### config.mk
export PLATFORM = sky130hd
export DESIGN_NAME = dest_router
export DESIGN_NICKNAME = d
export VERILOG_FILES = /design/src/rtl/dest_router.sv
export SDC_FILE = /design/constraint.sdc
export NUM_CORES = 1
export LEC_CHECK = 0
export CORE_MARGIN = 8
export CORE_UTILIZATION = 57
export CTS_CLUSTER_DIAMETER = 100
export CTS_CLUSTER_SIZE = 40
export DETAILED_ROUTE_END_ITERATION = 8
export MAX_ROUTING_LAYER = met4
export PLACE_DENSITY_LB_ADDON = 0.15
export SYNTH_ARGS = -nofsm -noshare
export SYNTH_HDL_FRONTEND = slang
export SYNTH_SLANG_ARGS = --single-unit
export TNS_END_PERCENT = 100
### constraint.sdc
create_clock -name clk -period 2.6 [get_ports clk]
set_input_delay 0.39 -clock clk [delete_from_list [all_inputs] [get_ports clk]]
set_output_delay 0.39 -clock clk [all_outputs]
set_load 0.01 [all_outputs]
### src/rtl/dest_router.sv
// Routes each pushed word into one of four FIFOs, picked by the word's top two bits.
// Every queue has a registered read port, occupancy flags and shared sticky error flags.
module dest_router #(
    parameter int unsigned DATA_W    = 6,
    parameter int unsigned DEPTH     = 4,
    parameter int unsigned AF_THRESH = 3
) (
    input  logic              clk,
    input  logic              reset,
    input  logic              push_in,
    input  logic [DATA_W-1:0] data_in,
    input  logic              pop_P0,
    input  logic              pop_P1,
    input  logic              pop_P2,
    input  logic              pop_P3,
    output logic [DATA_W-1:0] data_out_P0,
    output logic [DATA_W-1:0] data_out_P1,
    output logic [DATA_W-1:0] data_out_P2,
    output logic [DATA_W-1:0] data_out_P3,
    output logic              valid_out_P0,
    output logic              valid_out_P1,
    output logic              valid_out_P2,
    output logic              valid_out_P3,
    output logic              almost_full_P0,
    output logic              almost_full_P1,
    output logic              almost_full_P2,
    output logic              almost_full_P3,
    output logic              full_P0,
    output logic              full_P1,
    output logic              full_P2,
    output logic              full_P3,
    output logic              empty_P0,
    output logic              empty_P1,
    output logic              empty_P2,
    output logic              empty_P3,
    output logic              err_overflow,
    output logic              err_underflow
);

    localparam int unsigned PTR_W = $clog2(DEPTH);
    localparam int unsigned CNT_W = PTR_W + 1;
    localparam logic [CNT_W-1:0] CNT_FULL = CNT_W'(DEPTH);
    localparam logic [CNT_W-1:0] CNT_AF   = CNT_W'(AF_THRESH);

    logic [3:0]        pop_vec;
    logic [1:0]        dest;
    logic [DATA_W-1:0] dout_w [4];
    logic [CNT_W-1:0]  cnt_w  [4];
    logic [3:0]        valid_w;
    logic [3:0]        ovf_hit;
    logic [3:0]        unf_hit;
    logic              err_ovf_q, err_ovf_d;
    logic              err_unf_q, err_unf_d;

    assign pop_vec = {pop_P3, pop_P2, pop_P1, pop_P0};
    assign dest    = data_in[DATA_W-1 -: 2];

    for (genvar n = 0; n < 4; n++) begin : g_queue
        logic [DATA_W-1:0] mem_q [DEPTH];
        logic [DATA_W-1:0] mem_d [DEPTH];
        logic [PTR_W-1:0]  wr_ptr_q, wr_ptr_d;
        logic [PTR_W-1:0]  rd_ptr_q, rd_ptr_d;
        logic [CNT_W-1:0]  cnt_q, cnt_d;
        logic [DATA_W-1:0] dout_q, dout_d;
        logic              valid_q, valid_d;
        logic              push_hit, push_ok, pop_ok;

        assign push_hit = push_in && (dest == 2'(n));
        assign pop_ok   = pop_vec[n] && (cnt_q != '0);
        // A same-cycle pop frees the slot, so a full queue still accepts the push.
        assign push_ok  = push_hit && ((cnt_q != CNT_FULL) || pop_ok);

        assign ovf_hit[n] = push_hit && !push_ok;
        assign unf_hit[n] = pop_vec[n] && (cnt_q == '0);

        always_comb begin
            mem_d    = mem_q;
            wr_ptr_d = wr_ptr_q;
            rd_ptr_d = rd_ptr_q;
            dout_d   = dout_q;
            valid_d  = pop_ok;
            cnt_d    = cnt_q;
            if (push_ok) begin
                mem_d[wr_ptr_q] = data_in;
                wr_ptr_d        = wr_ptr_q + PTR_W'(1);
            end
            if (pop_ok) begin
                dout_d   = mem_q[rd_ptr_q];
                rd_ptr_d = rd_ptr_q + PTR_W'(1);
            end
            case ({push_ok, pop_ok})
                2'b10:   cnt_d = cnt_q + CNT_W'(1);
                2'b01:   cnt_d = cnt_q - CNT_W'(1);
                default: cnt_d = cnt_q;
            endcase
        end

        always_ff @(posedge clk) begin
            if (!reset) begin
                wr_ptr_q <= '0;
                rd_ptr_q <= '0;
                cnt_q    <= '0;
                dout_q   <= '0;
                valid_q  <= 1'b0;
            end else begin
                wr_ptr_q <= wr_ptr_d;
                rd_ptr_q <= rd_ptr_d;
                cnt_q    <= cnt_d;
                dout_q   <= dout_d;
                valid_q  <= valid_d;
            end
        end

        // Storage is left uninitialised; stale entries are unreachable once pointers clear.
        always_ff @(posedge clk) begin
            mem_q <= mem_d;
        end

        assign dout_w[n]  = dout_q;
        assign cnt_w[n]   = cnt_q;
        assign valid_w[n] = valid_q;
    end

    always_comb begin
        err_ovf_d = err_ovf_q | (|ovf_hit);
        err_unf_d = err_unf_q | (|unf_hit);
    end

    always_ff @(posedge clk) begin
        if (!reset) begin
            err_ovf_q <= 1'b0;
            err_unf_q <= 1'b0;
        end else begin
            err_ovf_q <= err_ovf_d;
            err_unf_q <= err_unf_d;
        end
    end

    assign err_overflow  = err_ovf_q;
    assign err_underflow = err_unf_q;

    assign data_out_P0 = dout_w[0];
    assign data_out_P1 = dout_w[1];
    assign data_out_P2 = dout_w[2];
    assign data_out_P3 = dout_w[3];

    assign valid_out_P0 = valid_w[0];
    assign valid_out_P1 = valid_w[1];
    assign valid_out_P2 = valid_w[2];
    assign valid_out_P3 = valid_w[3];

    assign almost_full_P0 = (cnt_w[0] >= CNT_AF);
    assign almost_full_P1 = (cnt_w[1] >= CNT_AF);
    assign almost_full_P2 = (cnt_w[2] >= CNT_AF);
    assign almost_full_P3 = (cnt_w[3] >= CNT_AF);

    assign full_P0 = (cnt_w[0] == CNT_FULL);
    assign full_P1 = (cnt_w[1] == CNT_FULL);
    assign full_P2 = (cnt_w[2] == CNT_FULL);
    assign full_P3 = (cnt_w[3] == CNT_FULL);

    assign empty_P0 = (cnt_w[0] == '0);
    assign empty_P1 = (cnt_w[1] == '0);
    assign empty_P2 = (cnt_w[2] == '0);
    assign empty_P3 = (cnt_w[3] == '0);

endmodule

* Word-level counts from Yosys, hierarchy flattened *
Cells that the tools add are included.

word-level totals
  output and inout port bits = 42
  word-level logic and storage cells = 174
  bits in registers = 154
  input bits = 13

operators by class
  multiplexer cells = 28
  $lt $le $gt $ge = 16
  reduce and logical (&&, ||, !) cells = 47
  bitwise logic cells = 10
  equal/unequal tests = 19
  $add $sub $neg = 16

operator list
  operator                                                                      count
  24-bit bitwise mux                                                            4
  6-bit two-way mux                                                             12
  6-bit binary-select mux with 2-bit select                                     4
  6-bit demux with 2-bit select                                                 4
  3-bit >= comparator, second input constant                                    8
  1-bit logical AND                                                             24
  2-bit inverter with 3-bit output                                              8
  3-bit case mux with 2 select lines                                            4
  2-bit by 1-bit adder with 2-bit output, second input constant                 8
  3-bit by 1-bit adder with 3-bit output, second input constant                 4
  2-bit equality test, second input constant                                    6
  3-bit equality test, second input constant                                    4
  3-bit by 2-bit >= comparator with 1-bit output, second input constant         4
  3-bit zero test                                                               4
  3-bit by 1-bit less-than comparator with 1-bit output, second input constant  4
  3-bit inequality test, second input constant                                  4
  3-bit nonzero test                                                            4
  3-bit by 1-bit subtractor with 3-bit output, second input constant            4
  2-bit by 1-bit equality test with 1-bit output, second input constant         5
  2-bit nonzero test                                                            4
  4-bit OR reduction                                                            2
  1-bit zero test                                                               4
  1-bit logical OR                                                              4
  2-bit zero test                                                               1
  1-bit bitwise OR                                                              2

* Logic depth before layout (Yosys ltp) *
Gate-level depths: netlist of run 1.

  depth in word-level cells = 8
  mapped depth = 10

* Worst setup path after synthesis of run 1 *
Ideal clock, no wire load.

  kind = register to register
  start = register g_queue[1].cnt_q[0]
  end = register g_queue[1].cnt_q[2]
  slack = 0.409 ns
  buffers on the path = 0
  arrival = 2.121 ns
  required time = 2.530 ns
  stages on the path, launching flop included = 10
  library setup time = 0.070 ns
  clock period less this slack = 2.191 ns
  path through = dfxtp_1 nor4b_1 nor3b_2 inv_1 ha_1 inv_1 fa_1 xor2_1 or3_1 a21oi_1

between the ends
  longest elaborated chain between the ends = 6

ends and longest elaborated chain
  element                                                                                RTL line  text
  from (decl)                                                                            63        logic [CNT_W-1:0] cnt_q, cnt_d;
  from (signal assigned)                                                                 108       cnt_q <= cnt_d;
  3-bit nonzero test                                                                     69        assign pop_ok = pop_vec[n] && (cnt_q != '0);
  1-bit logical AND                                                                      69
  1-bit logical OR                                                                       71        assign push_ok = push_hit && ((cnt_q != CNT_FULL) || pop_ok);
  1-bit logical AND                                                                      71
  2-bit by 1-bit equality test with 1-bit output or 2-bit equality test (tied branches)  91        case ({push_ok, pop_ok})
  3-bit case mux with 2 select lines or 2-bit nonzero test (tied branches)               n/a

Parallel ways exist; a longest one is shown, timed or not.
A chain may end at the register's enable or synchronous reset.

* Worst setup path in the final report of run 1 *
  start = register g_queue[1].cnt_q[2]
  end = register g_queue[1].cnt_q[2]

Same word-level chain as after synthesis.

==> results of run 1 <==
==> cell type report <==
type	count	area [µm²]	share of cell area, %
Timing Repair Buffer	80	760.7	9.966
Clock inverter	5	48.80	0.6392
Sequential cell	154	4044	52.97
Clock buffer	27	461.7	6.048
Tap cell	140	175.2	2.295
Inverter	27	101.3	1.328
Multi-Input combinational cell	255	2042	26.75
==> critical path, cell delays in order, from the launching register on <==
cell and delay [ns]:
dfxtp_1 0.43, nor4b_1 0.40, buf_4 0.20, nor3b_2 0.04
inv_1 0.06, ha_1 0.15, inv_1 0.05, fa_1 0.37
xor2_1 0.16, or3_1 0.31, a21oi_1 0.15
==> power by group through the flow <==
stage	clock, W	combinational [W]	sequential, W
finish	0.00215	0.00137	0.00299
global route	0.00229	0.00150	0.00303
CTS	0.00220	0.00138	0.00299
global placement	0	0.00133	0.00303
floorplan	0	0.000889	0.00295
detailed placement	0	0.00137	0.00304
==> synth_stat cells (all sizes together), types with 4 or more instances <==
cell type	count	area share (%)
dfxtp	58	18
edfxtp	96	46
fa	4	1.3
nand2	58	3.5
buf	15	1.5
xor2	10	1.4
clkbuf	4	0.24
xnor2	8	1.1
nor2	32	1.9
mux2i	7	1.1
ha	19	3.8
mux4	24	8.6
inv	27	1.6
or3	4	0.40
a21o	5	0.60
nand2b	6	0.60
nor3	6	0.79
and2	17	1.7
a21oi	32	2.5
==> registers in the layout, indices dropped and copies added, names as in the netlist <==
signal and count:
err_overflow 1, valid_out_P0 1, g_queue.wr_ptr_q 8, g_queue.cnt_q 12, valid_out_P2 1, g_queue.mem_q 96, data_out_P0 6, g_queue.rd_ptr_q 8
err_underflow 1, data_out_P3 6, valid_out_P1 1, data_out_P1 6, valid_out_P3 1, data_out_P2 6
==> layer usage <==
layer / share of wire, % / vias up / global-route usage (%) / wire (µm)
met5: 0 / - / - / 0
met3: 5.4 / 22 / 5.817 / 648
met1: 42 / 1804 / 20.84 / 5042
li1: - / 1769 / - / -
met2: 50 / 88 / 29.26 / 6014
met4: 2.2 / 0 / 7.728 / 261
==> stage by stage <==
stage | power, W | hold slack (ns) | cells | area [µm²]
after global placement | 0.004360 | 0.4425 | 656 | 7123
final | 0.006507 | 0.4530 | 688 | 7634
after CTS | 0.006572 | 0.4588 | 688 | 7634
after global routing | 0.006821 | 0.4705 | 688 | 7634
after floorplan | 0.003844 | 0.4805 | 455 | 6297
after detailed placement | 0.004414 | 0.4506 | 656 | 7123
==> kinds of logic (layout without fill, tap and decap cells) <==
family	after synthesis	after routing	share of synthesized area (%)
AO/OA/AOI/OAI	48	48	4.749
XOR/XNOR	18	18	2.503
adder cells (fa/ha/maj)	23	23	5.047
buffers and inverters	46	139	3.357
flip-flops	154	154	64.22
multiplexers	31	31	9.696
AND/OR/NAND/NOR	135	135	10.43
==> final timing paths <==
check	slack [ns]	endpoint	cells after the start
max	0.20	g_queue[1].cnt_q[2]	10
min	0.45	data_out_P1[0]	2
max reg2reg	0.20	g_queue[1].cnt_q[2]	10
min reg2reg	0.45	data_out_P1[0]	2
==> summary.md, run 1 <==
| Metric | Value |
|---|---|
| #FFs+latches synth | `154` |
| Hold-fix buffer count after cts | `0` |
| Chip width | `121.1 µm` |
| Sequential area share after synthesis | `64.22%` |
| Leakage | `2.651 nW` |
| Avg Inst Size Synth | `13.84 µm²` |
| DR WL/cell | `17.39 µm` |
| First-iteration detailed-routing DRC count | `246` |
| Setup crit end kind | `flop` |
| Synthesized instance count | `455` |
| Setup Buffers After CTS | `0` |
| Clk slew on worst S/H paths | `0.06 ns` |
| N_diodes | `0` |
| CTS HTree Levels | `4` |
| CTS root buffer | `clkbuf_8` |
| Global router's overall resource usage | `18.28%` |
| CTS Sinks | `154` |
| Final period utilization | `92.17%` |
| Full die area | `14,670 µm²` |
| Post-layout util | `70.73%` |
| Synth Flop Type | `edfxtp_1` |
| Max FO, Critical Path | `6` |
| IO Pins | `55` |
| Cell Pwr Density | `852.4 nW/µm²` |
| Sw frac | `26.38%` |
| Synth cell types | `37` |
| CTS tree | `done` |
| Row count | `38` |
| DRC | `0` |
| Pre-CTS setup slack | `-0.1626 ns` |
| Warnings from Yosys | `0` |
| Pin count of the biggest net entering global routing | `32` |
| Via count | `3,683` |
| RSZ-0062 raised after global routing | `no` |
| Final setup vio count | `0` |
| Critical path class | `flop to flop` |
| Combinational Power Share | `21.0%` |
| Setup TNS | `0 ns` |
| Post-DRT Antenna Nets | `0` |
| Hold_sp | `data_out_P1[0]` |
| Worst-Margin Slew | `0.6236 ns` |
| Starting Density | `58.35%` |
| Vias/cell | `5.353` |
| Arrival @ worst endpoint | `2.85 ns` |
| Internal power | `0.004790 W` |
| WL final | `11.97 mm` |
| FF-to-FF Start | `g_queue[1].cnt_q[2]` |
| First drt pass iteration count | `4` |
| Hold Vio Cnt, Final | `0` |
| Initial antenna violation count | `0` |
| Max VDD drop | `647.6 µV` |
| Vias in the first global route | `3,892` |
| Max cap viols | `0` |
| Status | `finished, final reports clean` |
| Critical Path Source Type | `flop` |
| Most frequent cells in the layout | `edfxtp_1, nand2_1, dfxtp_1` |
| Core outline area | `10,790 µm²` |
| Fraction of registers with async set/reset | `0%` |
| Worst skew pair latency | `0.53 ns` |
| Sw power | `0.001717 W` |
| Post-synth EDFFs | `96` |
| Area Overhead vs Synth | `21.22%` |
| Vert. Die Dim | `121.1 µm` |
| Global placement routability congestion | `0.7783` |
| Worst path required time | `3.06 ns` |
| Commonest non-fill, non-tap cell in the layout | `edfxtp_1` |
| FILL cells | `734` |
| Global-route wire length before repair | `19.68 mm` |
| PostCTS Resize Cnt | `0` |
| Pins over their slew limit | `0` |
| Num CTS Buffers | `17` |
| Clock power frac | `33.1%` |
| Maximum clock path buffer count | `2` |
| Min Tclk post-route | `2.396 ns` |
| Number of I/O port buffers | `54` |
| Final setup skew | `0.007045 ns` |
| Gr ovfl total | `0` |
| Post-Syn Area | `6297 µm²` |
| Setup ws final | `0.2037 ns` |
| HPWL after DPL | `8.342 mm` |
| Worst min path class | `flop to flop` |
| Fmax | `0.4173 GHz` |
| Share of power burned in registers | `45.9%` |
| Share of post-route cells with drive strength above 1 | `15.33%` |
| Final nets | `571` |
| Max-slew headroom | `58.30%` |
| Syn_nets | `491` |
| Critical path origin | `g_queue[1].cnt_q[2]` |
Note: power is estimated with default switching activity, not from simulation.
==> run 2: changes to the inputs <==
--- a/config.mk
+++ b/config.mk
@@ -7,7 +7,6 @@
 export LEC_CHECK = 0
 export CORE_MARGIN = 8
 export CORE_UTILIZATION = 57
-export CTS_CLUSTER_DIAMETER = 100
 export CTS_CLUSTER_SIZE = 40
 export DETAILED_ROUTE_END_ITERATION = 8
 export MAX_ROUTING_LAYER = met4
==> results of run 2 <==
Same layout as run 1: the final DEF is identical, and so are final timing and power.
==> run 3: changes to the inputs <==
--- a/config.mk
+++ b/config.mk
@@ -5,7 +5,8 @@
 export SDC_FILE = /design/constraint.sdc
 export NUM_CORES = 1
 export LEC_CHECK = 0
-export CORE_MARGIN = 8
+export ABC_AREA = 1
+export CORE_MARGIN = 2
 export CORE_UTILIZATION = 57
 export CTS_CLUSTER_SIZE = 40
 export DETAILED_ROUTE_END_ITERATION = 8
==> run 3 against run 2 <==
Effect of this change:
- sequential power is 3% lower
- synthesized cell count up 31%
- register-to-register slack better by 0.30 ns
- critical path depth decreased by 7
- sequential share of layout area down 0.50 points
- clock power rose by 15%
- critical path type is now flop to output pin
- critical endpoint is now almost_full_P2
- largest cell class unchanged
- highest routed layer unchanged
==> summary.md, run 3 <==
| Metric | Value |
|---|---|
| CTS Sinks | `154` |
| Vias in the first global route | `4,346` |
| Status | `finished, final reports clean` |
| Setup Buffers After CTS | `0` |
| Critical Path, Cell by Cell | `inv_2 > o21ai_0 > clkdlybuf4s50_1` |
| Final period utilization | `88.55%` |
| Cell Pwr Density | `857.9 nW/µm²` |
| CTS tree | `done` |
| Vias/cell | `5.432` |
| Final hold slack | `0.4906 ns` |
| Min Tclk post-route | `2.302 ns` |
| Syn_nets | `630` |
| Final setup skew | `0.005979 ns` |
| Largest family of logic cells by synthesized area | `simple AND/OR/NAND/NOR gates` |
| N_diodes | `0` |
| Gr ovfl total | `0` |
| Leakage | `2.862 nW` |
| Max stage delay cell, worst path | `clkdlybuf4s50_1` |
| CTS root buffer | `clkbuf_8` |
| Worst skew pair latency | `0.52 ns` |
| Top flop regs | `g_queue.mem_q (96), g_queue.cnt_q (12)` |
| Buffers & Inverters on Critical Path | `2` |
| Global-route wire length before repair | `21.21 mm` |
| Num CTS Buffers | `17` |
| Maximum clock path buffer count | `2` |
| Most frequent cells in the layout | `nor2_1, edfxtp_1, o21ai_0` |
| Setup crit end kind | `output pin` |
| Vert. Die Dim | `109.8 µm` |
| Warnings from Yosys | `0` |
| Critical Path Source Type | `flop` |
| Post-Synth XOR/XNOR Area | `0%` |
| Worst path required time | `2.21 ns` |
| Pin count of the biggest net entering global routing | `31` |
| Chip width | `109.8 µm` |
| Setup TNS | `0 ns` |
| Critical path class | `flop to output pin` |
| Sequential area share after synthesis | `63.43%` |
| Top reg by flops | `g_queue.mem_q` |
| Max-slew headroom | `50.32%` |
| Post-DRT Antenna Nets | `0` |
| Largest cells by area after synthesis | `edfxtp_1, dfxtp_1, nor2_1, o21ai_0, ha_1` |
| Row count | `38` |
| Area Overhead vs Synth | `20.88%` |
| Share of post-route cells with drive strength above 1 | `12.08%` |
| Worst min path class | `flop to flop` |
| Fraction of registers with async set/reset | `0%` |
| Synthesized instance count | `594` |
| Post-Syn Area | `6375 µm²` |
| WL final | `13.30 mm` |
| Worst-Margin Slew | `0.7428 ns` |
| First-iteration detailed-routing DRC count | `278` |
| IO Pins | `55` |
| Hold Vio Cnt, Final | `0` |
| Slowest Stage Delay on Critical Path | `0.62 ns` |
| RSZ-0062 raised after global routing | `no` |
| HPWL after DPL | `8.865 mm` |
| Synth cell types | `31` |
| Avg Inst Size Synth | `10.73 µm²` |
| Initial antenna violation count | `0` |
| Arrival @ worst endpoint | `1.91 ns` |
| Core outline area | `10,890 µm²` |
| Max cap viols | `0` |
| Number of I/O port buffers | `54` |
| Simple-gate share of the synthesized area | `13.58%` |
| CP top delay family | `buffers and inverters` |
| #FFs+latches synth | `154` |
| Top-count cell post-synth | `nor2_1` |
| Max VDD drop | `751.9 µV` |
| Area leader, netlist | `edfxtp_1` |
| PostCTS Resize Cnt | `0` |
| Final setup vio count | `0` |
| Full die area | `12,050 µm²` |
| Via count | `4,449` |
| Commonest cells post-synth | `nor2_1, edfxtp_1, o21ai_0` |
| Largest register FFs | `96` |
| Compound-gate portion of the synthesized area | `12.80%` |
| Starting Density | `58.55%` |
| Synth Flop Type | `edfxtp_1` |
| DRC | `0` |
| Global placement routability congestion | `0.8160` |
| Adder-cell area share of the yosys netlist | `4.985%` |
| Placed cells | `787` |
| Post-synthesis mux area share | `0%` |
| Yosys top cell area share | `45.22%` |
| Fmax | `0.4344 GHz` |
| Post-synth EDFFs | `96` |
| CTS HTree Levels | `4` |
| FILL cells | `766` |
| Global router's overall resource usage | `24.64%` |
| DR WL/cell | `16.23 µm` |
| Hold-fix buffer count after cts | `0` |
| Commonest non-fill, non-tap cell in the layout | `nor2_1` |
| Pins over their slew limit | `0` |
| Final nets | `702` |
| Clk slew on worst S/H paths | `0.06 ns` |
| Max FO, Critical Path | `5` |
| Cell Count, Final, Fillers Out | `819` |
| First drt pass iteration count | `5` |
-- run 3: routing by layer --
metal / global-route usage, % / vias up / part of all wire (%)
li1: - / 2185 / -
met1: 30.60 / 2126 / 44
met2: 39.20 / 122 / 50
met3: 6.224 / 16 / 4.5
met4: 9.222 / 0 / 1.6
met5: - / - / 0
-- run 3: cell type report --
type	count	area (µm²)	area share, %
Timing Repair Buffer	68	645.6	8.378
Tap cell	140	175.2	2.273
Clock inverter	12	172.7	2.241
Multi-Input combinational cell	360	1999	25.95
Sequential cell	154	4044	52.48
Inverter	65	244.0	3.166
Clock buffer	20	425.4	5.520
-- run 3: worst reg2reg max path: stages (launching register included) --
cell	delay, ns
dfxtp_1	0.39
inv_2	0.08
nand3_2	0.10
inv_2	0.07
nor2_8	0.17
ha_1	0.18
inv_1	0.07
fa_1	0.38
a21oi_1	0.17
o21ai_0	0.15
o21ai_0	0.18
a21oi_1	0.05
-- run 3: cells by family after synthesis --
group                    Yosys count
adder cells (fa/ha/maj)           23
AND/OR/NAND/NOR                  186
AO/OA/AOI/OAI                    151
flip-flops                       154
buffers and inverters             80
-- run 3: final timing paths --
kind,from,to,slack [ns],depth (start not counted)
worst min register to register,err_underflow,err_underflow,0.49,2
worst min-delay path,err_underflow,err_underflow,0.49,2
worst max register to register,g_queue[2].cnt_q[1],g_queue[2].cnt_q[2],0.50,11
worst max-delay path,g_queue[2].cnt_q[0],almost_full_P2,0.30,3
-- run 3: where the power goes --
| group | total, W | internal, W | switching (W) |
|---|---|---|---|
| clock | 0.00248 | 0.00156 | 0.000929 |
| combinational | 0.00123 | 0.000515 | 0.000713 |
| sequential | 0.00290 | 0.00276 | 0.000134 |
-- run 3: per-stage QoR --
step	utilization, %	instance area, µm²	setup slack (ns)	total power [W]
global placement	65.28	7108	0.2216	0.004115
floorplan	-	6375	0.6431	0.003674
global route	70.78	7706	0.1999	0.006909
CTS	70.78	7706	0.2801	0.006659
detailed placement	65.28	7108	0.1070	0.004162
finish	70.78	7706	0.2978	0.006611
